<file path="src/rtl/control_unit_if.sv">
// Control bus between the multicycle control FSM and the datapath/memory.
// master = control unit side (drives strobes/selects), slave = datapath side.
interface control_unit_if #(
    parameter int WIDTH         = 16,
    parameter int ALU_CONT_BITS = 5
);
    logic [WIDTH-1:0]         instruction;
    logic [WIDTH-1:0]         psr_flags;
    logic                     mem_rdy;
    logic                     ir_write;
    logic                     mem_read;
    logic                     mem_write;
    logic [1:0]               mem_addr_src;
    logic                     pc_en;
    logic                     pc_src;
    logic                     reg_write;
    logic                     reg_write_src;
    logic                     destination_reg;
    logic                     alu_A_src;
    logic [1:0]               alu_B_src;
    logic [ALU_CONT_BITS-1:0] alu_cont;

    modport master (
        input  instruction, psr_flags, mem_rdy,
        output ir_write, mem_read, mem_write, mem_addr_src, pc_en, pc_src,
               reg_write, reg_write_src, destination_reg, alu_A_src, alu_B_src, alu_cont
    );

    modport slave (
        output instruction, psr_flags, mem_rdy,
        input  ir_write, mem_read, mem_write, mem_addr_src, pc_en, pc_src,
               reg_write, reg_write_src, destination_reg, alu_A_src, alu_B_src, alu_cont
    );
endinterface

</file>
<file path="src/rtl/control_unit.sv">
// Multicycle CPU control FSM (FETCH..BR_WR); 3-5 cycles per instruction with mem_rdy high.
// FETCH, MEM_RD and MEM_WR stall with outputs held until mem_rdy, no timeout.
module control_unit #(
    parameter int WIDTH         = 16,
    parameter int ALU_CONT_BITS = 5
) (
    input  logic           clk,
    input  logic           reset,
    control_unit_if.master io_bus
);
    localparam logic [ALU_CONT_BITS-1:0] ALU_ADD   = ALU_CONT_BITS'(0);
    localparam logic [ALU_CONT_BITS-1:0] ALU_SUB   = ALU_CONT_BITS'(1);
    localparam logic [ALU_CONT_BITS-1:0] ALU_AND   = ALU_CONT_BITS'(2);
    localparam logic [ALU_CONT_BITS-1:0] ALU_OR    = ALU_CONT_BITS'(3);
    localparam logic [ALU_CONT_BITS-1:0] ALU_XOR   = ALU_CONT_BITS'(4);
    localparam logic [ALU_CONT_BITS-1:0] ALU_CMP   = ALU_CONT_BITS'(5);
    localparam logic [ALU_CONT_BITS-1:0] ALU_PASSB = ALU_CONT_BITS'(6);

    typedef enum logic [2:0] {
        S_FETCH, S_DECODE, S_EXEC, S_ALU_WB, S_MEM_RD, S_LOAD_WB, S_MEM_WR, S_BR_WR
    } state_t;

    state_t r_state, w_next;
    logic [4:0] r_flags;
    logic [3:0] w_op, w_a, w_ext, w_alu_code;
    logic w_alu_valid, w_is_alu, w_is_imm, w_is_cmp, w_sets_flags;
    logic w_is_load, w_is_stor, w_is_jcond, w_is_bcond, w_cond;
    logic w_n, w_z, w_f, w_l, w_c;
    logic [ALU_CONT_BITS-1:0] w_alu_sel;

    logic w_ir_write, w_mem_read, w_mem_write, w_pc_en, w_pc_src;
    logic w_reg_write, w_reg_write_src, w_alu_a_src;
    logic [1:0] w_mem_addr_src, w_alu_b_src;
    logic [ALU_CONT_BITS-1:0] w_alu_cont;

    assign w_op  = io_bus.instruction[15:12];
    assign w_a   = io_bus.instruction[11:8];
    assign w_ext = io_bus.instruction[7:4];
    assign {w_n, w_z, w_f, w_l, w_c} = r_flags;

    // Immediate forms reuse the R-type ext code as their opcode.
    always_comb begin
        w_alu_code   = (w_op == 4'b0000) ? w_ext : w_op;
        w_alu_valid  = 1'b1;
        w_alu_sel    = ALU_ADD;
        w_sets_flags = 1'b0;
        w_is_cmp     = 1'b0;
        case (w_alu_code)
            4'b0101: begin w_alu_sel = ALU_ADD; w_sets_flags = 1'b1; end
            4'b1001: begin w_alu_sel = ALU_SUB; w_sets_flags = 1'b1; end
            4'b0001: w_alu_sel = ALU_AND;
            4'b0010: w_alu_sel = ALU_OR;
            4'b0011: w_alu_sel = ALU_XOR;
            4'b1011: begin w_alu_sel = ALU_CMP; w_sets_flags = 1'b1; w_is_cmp = 1'b1; end
            4'b1101: w_alu_sel = ALU_PASSB;
            default: w_alu_valid = 1'b0;
        endcase
        w_is_alu   = w_alu_valid;
        w_is_imm   = (w_op != 4'b0000);
        w_is_load  = (w_op == 4'b0100) && (w_ext == 4'b0000);
        w_is_stor  = (w_op == 4'b0100) && (w_ext == 4'b0100);
        w_is_jcond = (w_op == 4'b0100) && (w_ext == 4'b1100);
        w_is_bcond = (w_op == 4'b1100);
    end

    always_comb begin
        w_cond = 1'b0;
        case (w_a)
            4'b0000: w_cond = w_z;
            4'b0001: w_cond = !w_z;
            4'b0010: w_cond = w_c;
            4'b0011: w_cond = !w_c;
            4'b0100: w_cond = w_l;
            4'b0101: w_cond = !w_l;
            4'b0110: w_cond = w_n;
            4'b0111: w_cond = !w_n;
            4'b1000: w_cond = w_f;
            4'b1001: w_cond = !w_f;
            4'b1010: w_cond = !w_l && !w_z;
            4'b1011: w_cond = w_l || w_z;
            4'b1100: w_cond = !w_n && !w_z;
            4'b1101: w_cond = w_n || w_z;
            4'b1110: w_cond = 1'b1;
            default: w_cond = 1'b0;
        endcase
    end

    always_ff @(posedge clk) begin
        if (!reset) begin
            r_state <= S_FETCH;
            r_flags <= '0;
        end else begin
            r_state <= w_next;
            if (r_state == S_EXEC && w_is_alu && w_sets_flags)
                r_flags <= {io_bus.psr_flags[7], io_bus.psr_flags[6], io_bus.psr_flags[5],
                            io_bus.psr_flags[2], io_bus.psr_flags[0]};
        end
    end

    always_comb begin
        w_next          = r_state;
        w_ir_write      = 1'b0;
        w_mem_read      = 1'b0;
        w_mem_write     = 1'b0;
        w_mem_addr_src  = 2'b00;
        w_pc_en         = 1'b0;
        w_pc_src        = 1'b0;
        w_reg_write     = 1'b0;
        w_reg_write_src = 1'b0;
        w_alu_a_src     = 1'b0;
        w_alu_b_src     = 2'b00;
        w_alu_cont      = ALU_ADD;
        case (r_state)
            S_FETCH: begin
                w_mem_read = 1'b1;
                if (io_bus.mem_rdy) begin
                    w_ir_write = 1'b1;
                    w_next     = S_DECODE;
                end
            end
            S_DECODE: begin
                w_alu_b_src = 2'b10;
                w_next      = S_EXEC;
            end
            S_EXEC: begin
                w_next = S_FETCH;
                if (w_is_bcond) begin
                    // Taken branch computes pc+disp now and commits it in BR_WR.
                    if (w_cond) begin
                        w_alu_b_src = 2'b01;
                        w_next      = S_BR_WR;
                    end else begin
                        w_pc_en = 1'b1;
                    end
                end else begin
                    w_pc_en = 1'b1;
                    if (w_is_jcond) begin
                        w_pc_src = w_cond;
                    end else if (w_is_alu) begin
                        w_alu_a_src = 1'b1;
                        w_alu_b_src = w_is_imm ? 2'b01 : 2'b00;
                        w_alu_cont  = w_alu_sel;
                        if (!w_is_cmp)
                            w_next = S_ALU_WB;
                    end else if (w_is_load) begin
                        w_next = S_MEM_RD;
                    end else if (w_is_stor) begin
                        w_next = S_MEM_WR;
                    end
                end
            end
            S_ALU_WB: begin
                w_reg_write = 1'b1;
                w_next      = S_FETCH;
            end
            S_MEM_RD: begin
                w_mem_read     = 1'b1;
                w_mem_addr_src = 2'b01;
                if (io_bus.mem_rdy)
                    w_next = S_LOAD_WB;
            end
            S_LOAD_WB: begin
                w_reg_write     = 1'b1;
                w_reg_write_src = 1'b1;
                w_next          = S_FETCH;
            end
            S_MEM_WR: begin
                w_mem_write    = 1'b1;
                w_mem_addr_src = 2'b10;
                if (io_bus.mem_rdy)
                    w_next = S_FETCH;
            end
            S_BR_WR: begin
                w_pc_en = 1'b1;
                w_next  = S_FETCH;
            end
            default: w_next = S_FETCH;
        endcase
    end

    // All strobes are forced low while reset is held.
    assign io_bus.ir_write        = reset & w_ir_write;
    assign io_bus.mem_read        = reset & w_mem_read;
    assign io_bus.mem_write       = reset & w_mem_write;
    assign io_bus.mem_addr_src    = reset ? w_mem_addr_src : 2'b00;
    assign io_bus.pc_en           = reset & w_pc_en;
    assign io_bus.pc_src          = reset & w_pc_src;
    assign io_bus.reg_write       = reset & w_reg_write;
    assign io_bus.reg_write_src   = reset & w_reg_write_src;
    assign io_bus.destination_reg = 1'b0;
    assign io_bus.alu_A_src       = reset & w_alu_a_src;
    assign io_bus.alu_B_src       = reset ? w_alu_b_src : 2'b00;
    assign io_bus.alu_cont        = reset ? w_alu_cont : ALU_ADD;
endmodule

</file>
<file path="src/flat_wrapper.sv">
// flat-port wrapper written by rule: the top's interface ports become plain ports
module control_unit_flat 
#(
    parameter int WIDTH         = 16,
    parameter int ALU_CONT_BITS = 5
)
  (clk, reset, io_bus_instruction, io_bus_psr_flags, io_bus_mem_rdy, io_bus_ir_write, io_bus_mem_read, io_bus_mem_write, io_bus_mem_addr_src, io_bus_pc_en, io_bus_pc_src, io_bus_reg_write, io_bus_reg_write_src, io_bus_destination_reg, io_bus_alu_A_src, io_bus_alu_B_src, io_bus_alu_cont);
  control_unit_if #(.WIDTH(WIDTH), .ALU_CONT_BITS(ALU_CONT_BITS)) io_bus_i ();
  input  logic clk;
  input  logic reset;
  input wire logic [$bits(io_bus_i.instruction)-1:0] io_bus_instruction;
  input wire logic [$bits(io_bus_i.psr_flags)-1:0] io_bus_psr_flags;
  input wire logic [$bits(io_bus_i.mem_rdy)-1:0] io_bus_mem_rdy;
  output wire logic [$bits(io_bus_i.ir_write)-1:0] io_bus_ir_write;
  output wire logic [$bits(io_bus_i.mem_read)-1:0] io_bus_mem_read;
  output wire logic [$bits(io_bus_i.mem_write)-1:0] io_bus_mem_write;
  output wire logic [$bits(io_bus_i.mem_addr_src)-1:0] io_bus_mem_addr_src;
  output wire logic [$bits(io_bus_i.pc_en)-1:0] io_bus_pc_en;
  output wire logic [$bits(io_bus_i.pc_src)-1:0] io_bus_pc_src;
  output wire logic [$bits(io_bus_i.reg_write)-1:0] io_bus_reg_write;
  output wire logic [$bits(io_bus_i.reg_write_src)-1:0] io_bus_reg_write_src;
  output wire logic [$bits(io_bus_i.destination_reg)-1:0] io_bus_destination_reg;
  output wire logic [$bits(io_bus_i.alu_A_src)-1:0] io_bus_alu_A_src;
  output wire logic [$bits(io_bus_i.alu_B_src)-1:0] io_bus_alu_B_src;
  output wire logic [$bits(io_bus_i.alu_cont)-1:0] io_bus_alu_cont;
  assign io_bus_i.instruction = io_bus_instruction;
  assign io_bus_i.psr_flags = io_bus_psr_flags;
  assign io_bus_i.mem_rdy = io_bus_mem_rdy;
  assign io_bus_ir_write = io_bus_i.ir_write;
  assign io_bus_mem_read = io_bus_i.mem_read;
  assign io_bus_mem_write = io_bus_i.mem_write;
  assign io_bus_mem_addr_src = io_bus_i.mem_addr_src;
  assign io_bus_pc_en = io_bus_i.pc_en;
  assign io_bus_pc_src = io_bus_i.pc_src;
  assign io_bus_reg_write = io_bus_i.reg_write;
  assign io_bus_reg_write_src = io_bus_i.reg_write_src;
  assign io_bus_destination_reg = io_bus_i.destination_reg;
  assign io_bus_alu_A_src = io_bus_i.alu_A_src;
  assign io_bus_alu_B_src = io_bus_i.alu_B_src;
  assign io_bus_alu_cont = io_bus_i.alu_cont;
  control_unit #(.WIDTH(WIDTH), .ALU_CONT_BITS(ALU_CONT_BITS)) u_core (.clk(clk), .reset(reset), .io_bus(io_bus_i));
endmodule
</file>
<file path="config.mk">
export PLATFORM = sky130hd
export DESIGN_NAME = control_unit_flat
export DESIGN_NICKNAME = d
export VERILOG_FILES = /design/src/rtl/control_unit_if.sv /design/src/rtl/control_unit.sv /design/src/flat_wrapper.sv
export SDC_FILE = /design/constraint.sdc
export NUM_CORES = 1
export LEC_CHECK = 0
export ABC_AREA = 1
export CORE_UTILIZATION = 35
export CTS_CLUSTER_DIAMETER = 100
export CTS_CLUSTER_SIZE = 8
export DETAILED_ROUTE_END_ITERATION = 10
export DONT_BUFFER_PORTS = 1
export PLACE_DENSITY = 0.5
export SYNTH_ARGS = -nofsm -noshare
export SYNTH_HDL_FRONTEND = slang
export SYNTH_SLANG_ARGS = --single-unit
</file>
<file path="constraint.sdc">
create_clock -name clk -period 1.55 [get_ports clk]
set_clock_uncertainty 0.2 [all_clocks]
set_input_delay 0.0775 -clock clk [delete_from_list [all_inputs] [get_ports clk]]
set_output_delay 0.0775 -clock clk [all_outputs]
set_load 0.03 [all_outputs]
</file>
==> results.ini, run 1 <==
[outcome]
violations=setup timing
status=finished with violations

[worst_setup_path]
reg2reg_depth=15
crit_arrival_ns=1.62
rr_startpoint=u_core.r_flags[3]$_SDFFE_PN0P_
cp-end-kind=output port
critPathLaunch=u_core.r_state[1]$_SDFFE_PN0P_
cp_max_fo=2
r2r_setup_slack_ns=-0.07
crit_required_ns=1.27
reg2reg_to=u_core.r_state[1]$_SDFFE_PN0P_
crit_type=flop to output port
startpoint_type=flop

[timing]
fin_crit_sh_pct=122
period_needed_ns=1.89
timing.hold.ws_ns=0.00651
slew_viol_final=0
hold_viol=0
rsz0062_at_grt=yes
layout_setup_ws_ns=-0.344
setup_viol_count_final=11
fmax_mhz=528

[place]
portBuffers=0
dpl_cell_area_mm2=0.00134
dp.final_hpwl_um=2110
gp_congestion=0.834

[floorplan]
ioPinCount=53
start_util_pct=36.5
num_rows=19
design.die.area_mm2=0.00307
die_x_um=55.4
fp.dieH_um=55.4
fp.coreArea_mm2=0.00273

[finish]
num-fill-cells=239
seq_area_um2=170
final_area_mm2=0.00181
area_growth_syn_to_layout_pct=81.2
multiInputGateArea_um2=938
n_antenna_cell=0
fin_nets=271
drive_gt1_share_pct=53.8
post-route-util_pct=66.2

[synth]
synth_top_area_share_pct=16.2
synth_area_leader_cell=nand2_1
synth_edf_count=0
netlist_top_cells_area=nand2_1, dfxtp_1, inv_1, nand3_1, nor2_1
synthFlopType=dfxtp_1
yosysWarnings=0
synthCells=179
ys_types=29
ys_seq_elements=8
syn_area_um2=998
avgSynthCellArea_um2=5.58
async_flop_share_pct=0
seq_area_frac_synth_pct=16.0
yosys-top-cells-count=nand2_1, inv_1, nor2_1, nand3_1, dfxtp_1
yosysMostFrequentCell=nand2_1

[detailed_routing]
wirelength_um=3010
wl_met3_um=165
wl_per_cell_um=11.3
first_pass_iters=4
drtIter0Drc=32
viasPerCell=4.88
ant_nets=0
wl_met2_um=1550
route.detailed.drc=0
num_vias=1292
highest_layer=met4
m1WireLength_um=1260

[power_and_ir_drop]
power_density_mw_per_mm2=533
ir_drop_v=0.000735
power_leakage_nw=0.821

[grt]
grt_pass1_wl_um=5000
first_global_vias=1271
grt_max_degree=10
gr-usage-all-layers_pct=19.4
grt-ovfl-total=0
grt_antenna_before_repair=0

[clock_tree]
clock-root-buffer=clkbuf_4
clk_pin_slew_ns=0.05
clk_path_buf_depth=2
htree_levels=1
cts_sinks=8
cts_tree=yes
clock_latency_ns=0.25
cts-buffers-inserted=3

[worst_hold_path]
holdPathStages=5
min-delay-path-class=input pin to flop
holdPathEnd=u_core.r_state[2]$_SDFFE_PN0P_
hold_start=io_bus_instruction[4]

[flow_run]
cap_violations=0

==> logic make-up after synthesis <==
logic type / share of synthesized area (%)
AOI/OAI and AO/OA: 18.0
DFF: 16.0
buffers and inverters: 17.3
other: 0.376
and+or+nand+nor: 48.2
==> timing repair <==
item                                    4_1_cts  5_1_grt
gates resized for setup                      41       39
hold buffers                                  8        0
endpoints found under the hold margin         7        0
gates cloned                                  0        1
pin swaps                                    20       15
setup buffers                                25        3
endpoints found under the setup margin       17       17
==> power breakdown <==
group          total [mW]  switching, mW  leakage [nW]  internal (mW)
Combinational       0.564          0.321         0.740          0.243
Sequential          0.241         0.0155        0.0680          0.225
Clock               0.160         0.0709        0.0138         0.0886
Total               0.964          0.407         0.821          0.557
==> layer usage <==
layer / GRT usage, % / up-vias
met4: 3.21 / 0
met1: 22.7 / 573
li1: - / 678
met3: 4.68 / 4
met5: 0 / -
met2: 35.8 / 37
==> layout make-up <==
| class | instances | area share (%) |
|---|---|---|
| Timing Repair Buffer | 56 | 27.0 |
| Clock buffer | 3 | 1.24 |
| Inverter | 35 | 8.37 |
| Tap cell | 31 | 2.14 |
| Sequential cell | 8 | 9.41 |
| Multi-Input combinational cell | 132 | 51.9 |
==> critical path, stage by stage (launching register included) <==
cell,delay (ns)
dfxtp_2,0.35
inv_4,0.04
nor2_4,0.08
inv_2,0.05
nor2_4,0.09
inv_2,0.06
nor2_4,0.08
inv_2,0.05
a21oi_4,0.13
o21ai_2,0.09
nor3_4,0.20
buf_12,0.14
==> per-stage QoR <==
step | TNS [ns] | worst slack (ns) | cells | power [mW]
floorplan | -1.95 | -0.380 | 181 | 0.520
global placement | -0.324 | -0.0979 | 242 | 0.619
detailed placement | -0.375 | -0.0954 | 242 | 0.624
CTS | -1.82 | -0.355 | 262 | 0.891
global route | -3.26 | -0.437 | 265 | 1.03
finish | -1.84 | -0.344 | 265 | 0.964
==> flip-flops by register name (all words and copies together) (netlist names) <==
name	flops
u_core.r_flags	5
u_core.r_state	3
==> cells in the final DEF (no fill, tap or decap), types with 3 or more instances in the layout <==
master         instances
nand3_2                6
o21ai_1                4
nand2_2               11
clkbuf_4               3
dfxtp_2                5
nor2_1                17
nor4_4                 4
o21ai_2                4
conb_1                 3
nand2_1               31
inv_1                 21
inv_4                  3
inv_2                 10
buf_6                  8
nor3_1                 3
a21oi_1                5
nand3_1               10
buf_4                 37
dlygate4sd3_1          8
nor2_4                10
==> how the worst max path moves through the flow <==
stage / end / slack, ns / depth (start not counted)
finish: io_bus_alu_cont[2] / -0.34 / 11
global route: io_bus_alu_cont[2] / -0.44 / 11
CTS: io_bus_alu_cont[2] / -0.36 / 11
detailed placement: io_bus_alu_cont[2] / -0.1 / 11
global placement: io_bus_alu_cont[2] / -0.1 / 11
floorplan: io_bus_alu_cont[2] / -0.38 / 11
Power figures use the tool's default switching activity.
==> inputs of run 2 (changes only) <==
Settings changed: GPL_TIMING_DRIVEN set to 0.
==> run 2 against run 1 <==
Combinational power is 24% lower. Sequential share of layout area is 2.7 points higher. First-iteration DRC count grew 120%. Critical path depth fell by 1. Register-to-register slack better by 0.06 ns. Critical path type unchanged. Flip-flop and latch count stayed put. Count of clock-buffer cells in the layout unchanged. Clock power about the same. Global-route usage shrank 0.76 points. Core utilization shrank 14 points. Highest routed layer unchanged. The flow finishes with violations (hold timing, setup timing).
==> results.ini, run 2 (synthesis results as in run 1) <==
[outcome]
status=finished with violations  ; unchanged
violations=hold timing, setup timing  ; was setup timing

[finish]
final_area_mm2=0.00143  ; was 0.00181 mm²
post-route-util_pct=52.1  ; was 66.2%
layout_common_cells=nand2_1, inv_1, nor2_1  ; was buf_4, nand2_1, inv_1
fin_nets=239  ; was 271
layout_commonest_cell=nand2_1  ; was buf_4
n_antenna_cell=0  ; unchanged
top_regs=u_core.r_flags: 5 flops, u_core.r_state: 3 flops  ; unchanged
num-fill-cells=277  ; was 239
largest_register_ffs=5  ; unchanged
area_growth_syn_to_layout_pct=42.7  ; was 81.2%
final_cells=233  ; was 265
drive_gt1_share_pct=40.1  ; was 53.8%
max_flop_register=u_core.r_flags  ; unchanged

[detailed_routing]
viasPerCell=5.09  ; was 4.88
drtIter0Drc=70  ; was 32
route.detailed.drc=0  ; unchanged
wl_per_cell_um=11.7  ; was 11.3 µm
num_vias=1187  ; was 1292
ant_nets=0  ; unchanged
wirelength_um=2740  ; was 3010 µm
first_pass_iters=4  ; unchanged

[worst_setup_path]
critPathTopFamily=simple AND/OR/NAND/NOR gates  ; unchanged
startpoint_type=flop  ; unchanged
r2r_setup_slack_ns=-0.01  ; was -0.07 ns
crit_required_ns=1.27  ; about the same
reg2reg_to=u_core.r_state[1]$_SDFFE_PN0P_  ; unchanged
cp_max_fo=3  ; was 2
crit_arrival_ns=1.82  ; was 1.62 ns
cp-end-kind=output port  ; unchanged
crit_buf_inv=4  ; was 5
cp_slowest_stage_delay_ns=0.36  ; was 0.35 ns
cp_cell_sequence=inv_4, nor2_4, inv_2, nor2_4, inv_2, nor2_4, inv_2, a21oi_4, o21ai_2, nor3_4  ; was inv_4, nor2_4, inv_2, nor2_4, inv_2, nor2_4, inv_2, a21oi_4, o21ai_2, nor3_4, buf_12
crit_type=flop to output port  ; unchanged
reg2reg_depth=14  ; was 15
rr_startpoint=u_core.r_flags[4]$_SDFFE_PN0P_  ; was u_core.r_flags[3]$_SDFFE_PN0P_
slowest_stage=dfxtp_4  ; was dfxtp_2

[floorplan]
design.die.area_mm2=0.00307  ; unchanged
start_util_pct=36.5  ; unchanged
fp.coreArea_mm2=0.00273  ; unchanged
num_rows=19  ; unchanged
ioPinCount=53  ; unchanged
die_x_um=55.4  ; unchanged
fp.dieH_um=55.4  ; unchanged

[worst_hold_path]
holdPathStages=5  ; unchanged
hold_start=io_bus_instruction[4]  ; unchanged
holdPathEnd=u_core.r_state[2]$_SDFFE_PN0P_  ; unchanged
min-delay-path-class=input pin to flop  ; unchanged

[power_and_ir_drop]
p_sw_mw=0.368  ; was 0.407 mW
total_power_mw=0.848  ; was 0.964 mW
ir_drop_v=0.000586  ; was 0.000735 V
clock_power_share_pct=19.2  ; was 16.6%
power.internal_mw=0.479  ; was 0.557 mW
combPwrFrac_pct=50.7  ; was 58.5%
switching_share_pct=43.4  ; was 42.3%
p_seq_share_pct=30.1  ; was 25.0%
power_density_mw_per_mm2=595  ; was 533 mW/mm²
power_leakage_nw=0.622  ; was 0.821 nW

[clock_tree]
clock-root-buffer=clkbuf_4  ; unchanged
clock_latency_ns=0.26  ; was 0.25 ns
cts-buffers-inserted=3  ; unchanged
cts_sinks=8  ; unchanged
clk_pin_slew_ns=0.05  ; about the same
clk_path_buf_depth=2  ; unchanged
htree_levels=1  ; unchanged
cts_tree=yes  ; unchanged

[place]
numPlacedInstances=212  ; was 242
dpl_cell_area_mm2=0.00110  ; was 0.00134 mm²
post-place-ws_ns=-0.513  ; was -0.0954 ns
gp_congestion=0.848  ; was 0.834
dp.final_hpwl_um=1910  ; was 2110 µm
portBuffers=0  ; unchanged

[timing]
slew_viol_final=0  ; unchanged
worstMarginPinSlew_ns=1.23
rsz0062_at_grt=yes  ; unchanged
hold_viol=1  ; was 0
layout_setup_ws_ns=-0.552  ; was -0.344 ns
period_needed_ns=2.10  ; was 1.89 ns
fmax_mhz=476  ; was 528 MHz
timing.hold.ws_ns=-0.00342  ; was 0.00651 ns
relSlewSlack_pct=17.3
finalSetupTns_ns=-3.67  ; was -1.84 ns
setup_viol_count_final=13  ; was 11
fin_crit_sh_pct=136  ; was 122%

[grt]
grt_antenna_before_repair=0  ; unchanged
grt_max_degree=11  ; was 10
grt-ovfl-total=0  ; unchanged
grt_pass1_wl_um=4680  ; was 5000 µm
first_global_vias=1099  ; was 1271
gr-usage-all-layers_pct=18.6  ; was 19.4%

[flow_run]
cap_violations=0  ; unchanged

-- run 2: cell types whose count changed in the layout (fill, tap and decap cells not counted), moves of 2 or more --
cell | previous run | this run
buf_4 | 37 | 14
nand2_1 | 31 | 40
buf_6 | 8 | 1
nand2_2 | 11 | 5
nor2_2 | 1 | 4
nor4_4 | 4 | 1
inv_1 | 21 | 23
nand2_4 | 2 | 0
nor2_4 | 10 | 8
nor4_1 | 0 | 2
-- run 2: power groups by stage --
stage,logic (mW),registers (mW),clock network [mW]
after floorplan,0.288,0.231,0
after global placement,0.327,0.233,0
after detailed placement,0.329,0.233,0
after CTS,0.403,0.247,0.164
after global routing,0.472,0.259,0.188
final,0.430,0.255,0.163
-- run 2: repair_timing --
| item | in CTS | in global routing |
|---|---|---|
| resized for setup | 26 | 20 |
| hold buffers | 7 | 1 |
| setup buffers | 8 | 5 |
| pin swaps | 4 | 10 |
| cloned | 0 | 1 |
| hold endpoints to repair | 7 | 1 |
| setup endpoints to repair | 18 | 23 |
-- run 2: final cells by class --
cell class	count	area, µm²	area share [%]
plain buffers	4	30.0	2.11
clock buffers	3	22.5	1.58
inverters	35	136	9.57
multi-input cells	133	858	60.2
flip-flops and latches	8	173	12.1
well taps	31	38.8	2.72
repair buffers	19	166	11.7
-- run 2: tightest hold or removal path: cells and delay by family --
family	cells	cell delay, ns
AO/OA/AOI/OAI	2	0.19
AND/OR/NAND/NOR	3	0.14
-- run 2: routing by layer --
layer,vias to the layer above,part of all wire [%],GRT usage (%)
li1,612,-,-
met1,530,45,23.4
met2,39,48,31.7
met3,6,5.8,4.22
met4,0,1.7,5.36
met5,-,0,0
-- run 2: worst max path at each step --
stage,cells after the start,end,start
floorplan,11,io_bus_alu_cont[2],u_core.r_state[1]$_SDFFE_PN0P_
global placement,11,io_bus_alu_cont[2],u_core.r_state[1]$_SDFFE_PN0P_
detailed placement,11,io_bus_alu_cont[2],u_core.r_state[1]$_SDFFE_PN0P_
CTS,11,io_bus_alu_cont[2],u_core.r_state[1]$_SDFFE_PN0P_
global route,10,io_bus_alu_cont[2],u_core.r_state[1]$_SDFFE_PN0P_
finish,10,io_bus_alu_cont[2],u_core.r_state[1]$_SDFFE_PN0P_
==> inputs of run 3 (changes only) <==
Settings changed: CORE_UTILIZATION 35 to 56, CTS_BUF_LIST set to sky130_fd_sc_hd__clkbuf_4 sky130_fd_sc_hd__clkbuf_8 sky130_fd_sc_hd__clkbuf_16, PLACE_DENSITY 0.5 to 0.73.
==> run 3 against run 2 <==
The run ends with DRC, hold timing, setup timing left. Register-to-register slack got worse by 0.13 ns. Cell area up 2.1%. Combinational power grew 20%. Hold slack hardly changed. First-iteration DRC count is 66% higher. Sequential share of layout area fell by 0.078 points. Flip-flop and latch count stayed put. Wire length up 58%. Non-clock buffer count up 1. Total power increased by 11%. Worst setup slack lost 0.074 ns. Critical path depth did not move.
==> results.ini, run 3 (synthesis results as in run 1) <==
[outcome]
status=finished with violations  ; unchanged
violations=DRC, hold timing, setup timing  ; was hold timing, setup timing

[place]
portBuffers=0  ; unchanged
gp_congestion=0.863  ; was 0.848
dp.final_hpwl_um=1830  ; was 1910 µm
numPlacedInstances=197  ; was 212
post-place-ws_ns=-0.510  ; was -0.513 ns

[detailed_routing]
route.detailed.drc=2  ; was 0
num_vias=1486  ; was 1187
first_pass_iters=7  ; was 4
viasPerCell=6.79  ; was 5.09
wl_per_cell_um=19.7  ; was 11.7 µm
drtIter0Drc=116  ; was 70
ant_nets=0  ; unchanged
wirelength_um=4320  ; was 2740 µm

[worst_setup_path]
rr_startpoint=u_core.r_flags[3]$_SDFFE_PN0P_  ; was u_core.r_flags[4]$_SDFFE_PN0P_
reg2reg_depth=12  ; was 14
r2r_setup_slack_ns=-0.14  ; was -0.01 ns
reg2reg_to=u_core.r_state[0]$_SDFFE_PN0P_  ; was u_core.r_state[1]$_SDFFE_PN0P_
crit_required_ns=1.27  ; about the same
startpoint_type=flop  ; unchanged
crit_arrival_ns=1.90  ; was 1.82 ns
cp_max_fo=3  ; unchanged
cp-end-kind=output port  ; unchanged
crit_type=flop to output port  ; unchanged

[clock_tree]
clock-root-buffer=clkbuf_4  ; unchanged
clk_path_buf_depth=2  ; unchanged
clock_latency_ns=0.26  ; about the same
cts-buffers-inserted=3  ; unchanged
clk_pin_slew_ns=0.05  ; about the same
cts_tree=yes  ; unchanged
cts_sinks=8  ; unchanged
htree_levels=1  ; unchanged

[power_and_ir_drop]
total_power_mw=0.941  ; was 0.848 mW
power_density_mw_per_mm2=646  ; was 595 mW/mm²
ir_drop_v=0.000507  ; was 0.000586 V
power_leakage_nw=0.631  ; was 0.622 nW

[finish]
post-route-util_pct=92.3  ; was 52.1%
layout_common_cells=nand2_1, inv_1, nor2_1  ; unchanged
num-fill-cells=66  ; was 277
drive_gt1_share_pct=42.4  ; was 40.1%
fin_nets=240  ; was 239
max_flop_register=u_core.r_flags  ; unchanged
n_antenna_cell=0  ; unchanged
largest_register_ffs=5  ; unchanged
seq_area_um2=175  ; was 173 µm²
multiInputGateArea_um2=887  ; was 858 µm²
top_regs=u_core.r_flags: 5 flops, u_core.r_state: 3 flops  ; unchanged
final_cells=219  ; was 233
area_growth_syn_to_layout_pct=45.7  ; was 42.7%
layout_commonest_cell=nand2_1  ; unchanged

[timing]
hold_viol=1  ; unchanged
finalSetupTns_ns=-3.94  ; was -3.67 ns
period_needed_ns=2.18  ; was 2.10 ns
worstMarginPinSlew_ns=1.22  ; was 1.23 ns
fmax_mhz=459  ; was 476 MHz
layout_setup_ws_ns=-0.626  ; was -0.552 ns
timing.hold.ws_ns=-0.00361  ; was -0.00342 ns
setup_viol_count_final=20  ; was 13
slew_viol_final=0  ; unchanged
relSlewSlack_pct=17.6  ; was 17.3%
fin_crit_sh_pct=140  ; was 136%
rsz0062_at_grt=yes  ; unchanged

[grt]
grt_max_degree=11  ; unchanged
first_global_vias=1206  ; was 1099
grt-ovfl-total=0  ; unchanged
grt_pass1_wl_um=5200  ; was 4680 µm
grt_antenna_before_repair=0  ; unchanged
gr-usage-all-layers_pct=35.1  ; was 18.6%

[floorplan]
fp.dieH_um=44.2  ; was 55.4 µm
ioPinCount=53  ; unchanged
die_x_um=44.2  ; was 55.4 µm
design.die.area_mm2=0.00196  ; was 0.00307 mm²
fp.coreArea_mm2=0.00158  ; was 0.00273 mm²
start_util_pct=63.3  ; was 36.5%
num_rows=14  ; was 19

[flow_run]
cap_violations=0  ; unchanged

[worst_hold_path]
holdPathEnd=u_core.r_state[2]$_SDFFE_PN0P_  ; unchanged
holdPathStages=4  ; was 5
hold_start=io_bus_instruction[14]  ; was io_bus_instruction[4]
min-delay-path-class=input pin to flop  ; unchanged

==> run 3: changes by cell type in the layout (fill, tap and decap cells not counted), moves of 2 or more <==
cell	delta
buf_6	+2
nand2_1	-2
nand3_2	-3
o21ai_2	-2
nand3_1	+3
nand2_2	+2
==> run 3: area by class of cell <==
class                   instances  area share, %
clock buffers                   3           1.55
plain buffers                   4           2.06
inverters                      35           9.72
flip-flops and latches          8           12.0
repair buffers                 20           12.3
multi-input cells             133           61.0
well taps                      16           1.38
==> run 3: critical path: stages (launching register included) <==
cell,delay (ns)
dfxtp_4,0.38
inv_6,0.05
nor2_4,0.10
inv_2,0.05
nor2_4,0.10
inv_2,0.07
nor2_4,0.12
inv_2,0.07
a21oi_4,0.29
o21ai_2,0.12
nor3_4,0.30
==> run 3: how the worst max path moves through the flow <==
stage,from,endpoint,cells past startpoint
global route,u_core.r_state[1]$_SDFFE_PN0P_,io_bus_alu_cont[2],10
CTS,u_core.r_state[1]$_SDFFE_PN0P_,io_bus_alu_cont[2],11
floorplan,u_core.r_state[1]$_SDFFE_PN0P_,io_bus_alu_cont[2],11
finish,u_core.r_state[1]$_SDFFE_PN0P_,io_bus_alu_cont[2],10
global placement,u_core.r_state[1]$_SDFFE_PN0P_,io_bus_alu_cont[2],11
detailed placement,io_bus_instruction[15],io_bus_alu_cont[1],7
==> run 3: timing repair <==
item                       CTS  global route
pin swaps                    4            15
hold buffers                 7             0
resized for setup           23            34
buffers inserted            11             6
hold endpoints to repair     7             0
setup endpoints to repair   18            23
cloned                       0             1
==> run 3: per-stage QoR <==
step                hold slack, ns  area, µm²
floorplan                   0.0492       1060
global placement            0.0610       1080
detailed placement          0.0676       1080
CTS                         0.0404       1330
global route                0.0122       1460
finish                    -0.00361       1460
==> run 3: where the power goes <==
part	switching, mW	leakage [nW]	internal [mW]
registers	0.0385	0.0686	0.225
clock network	0.0704	0.0138	0.0886
logic	0.335	0.549	0.184
total	0.444	0.631	0.497
==> run 3: routing by layer <==
metal  up-vias  GRT usage (%)  routed length, µm
li1        620              -                  -
met1       648           41.1               1410
met2       162           63.8               1960
met3        56           7.35                578
met4         0           9.70                374
met5         -              0                  0
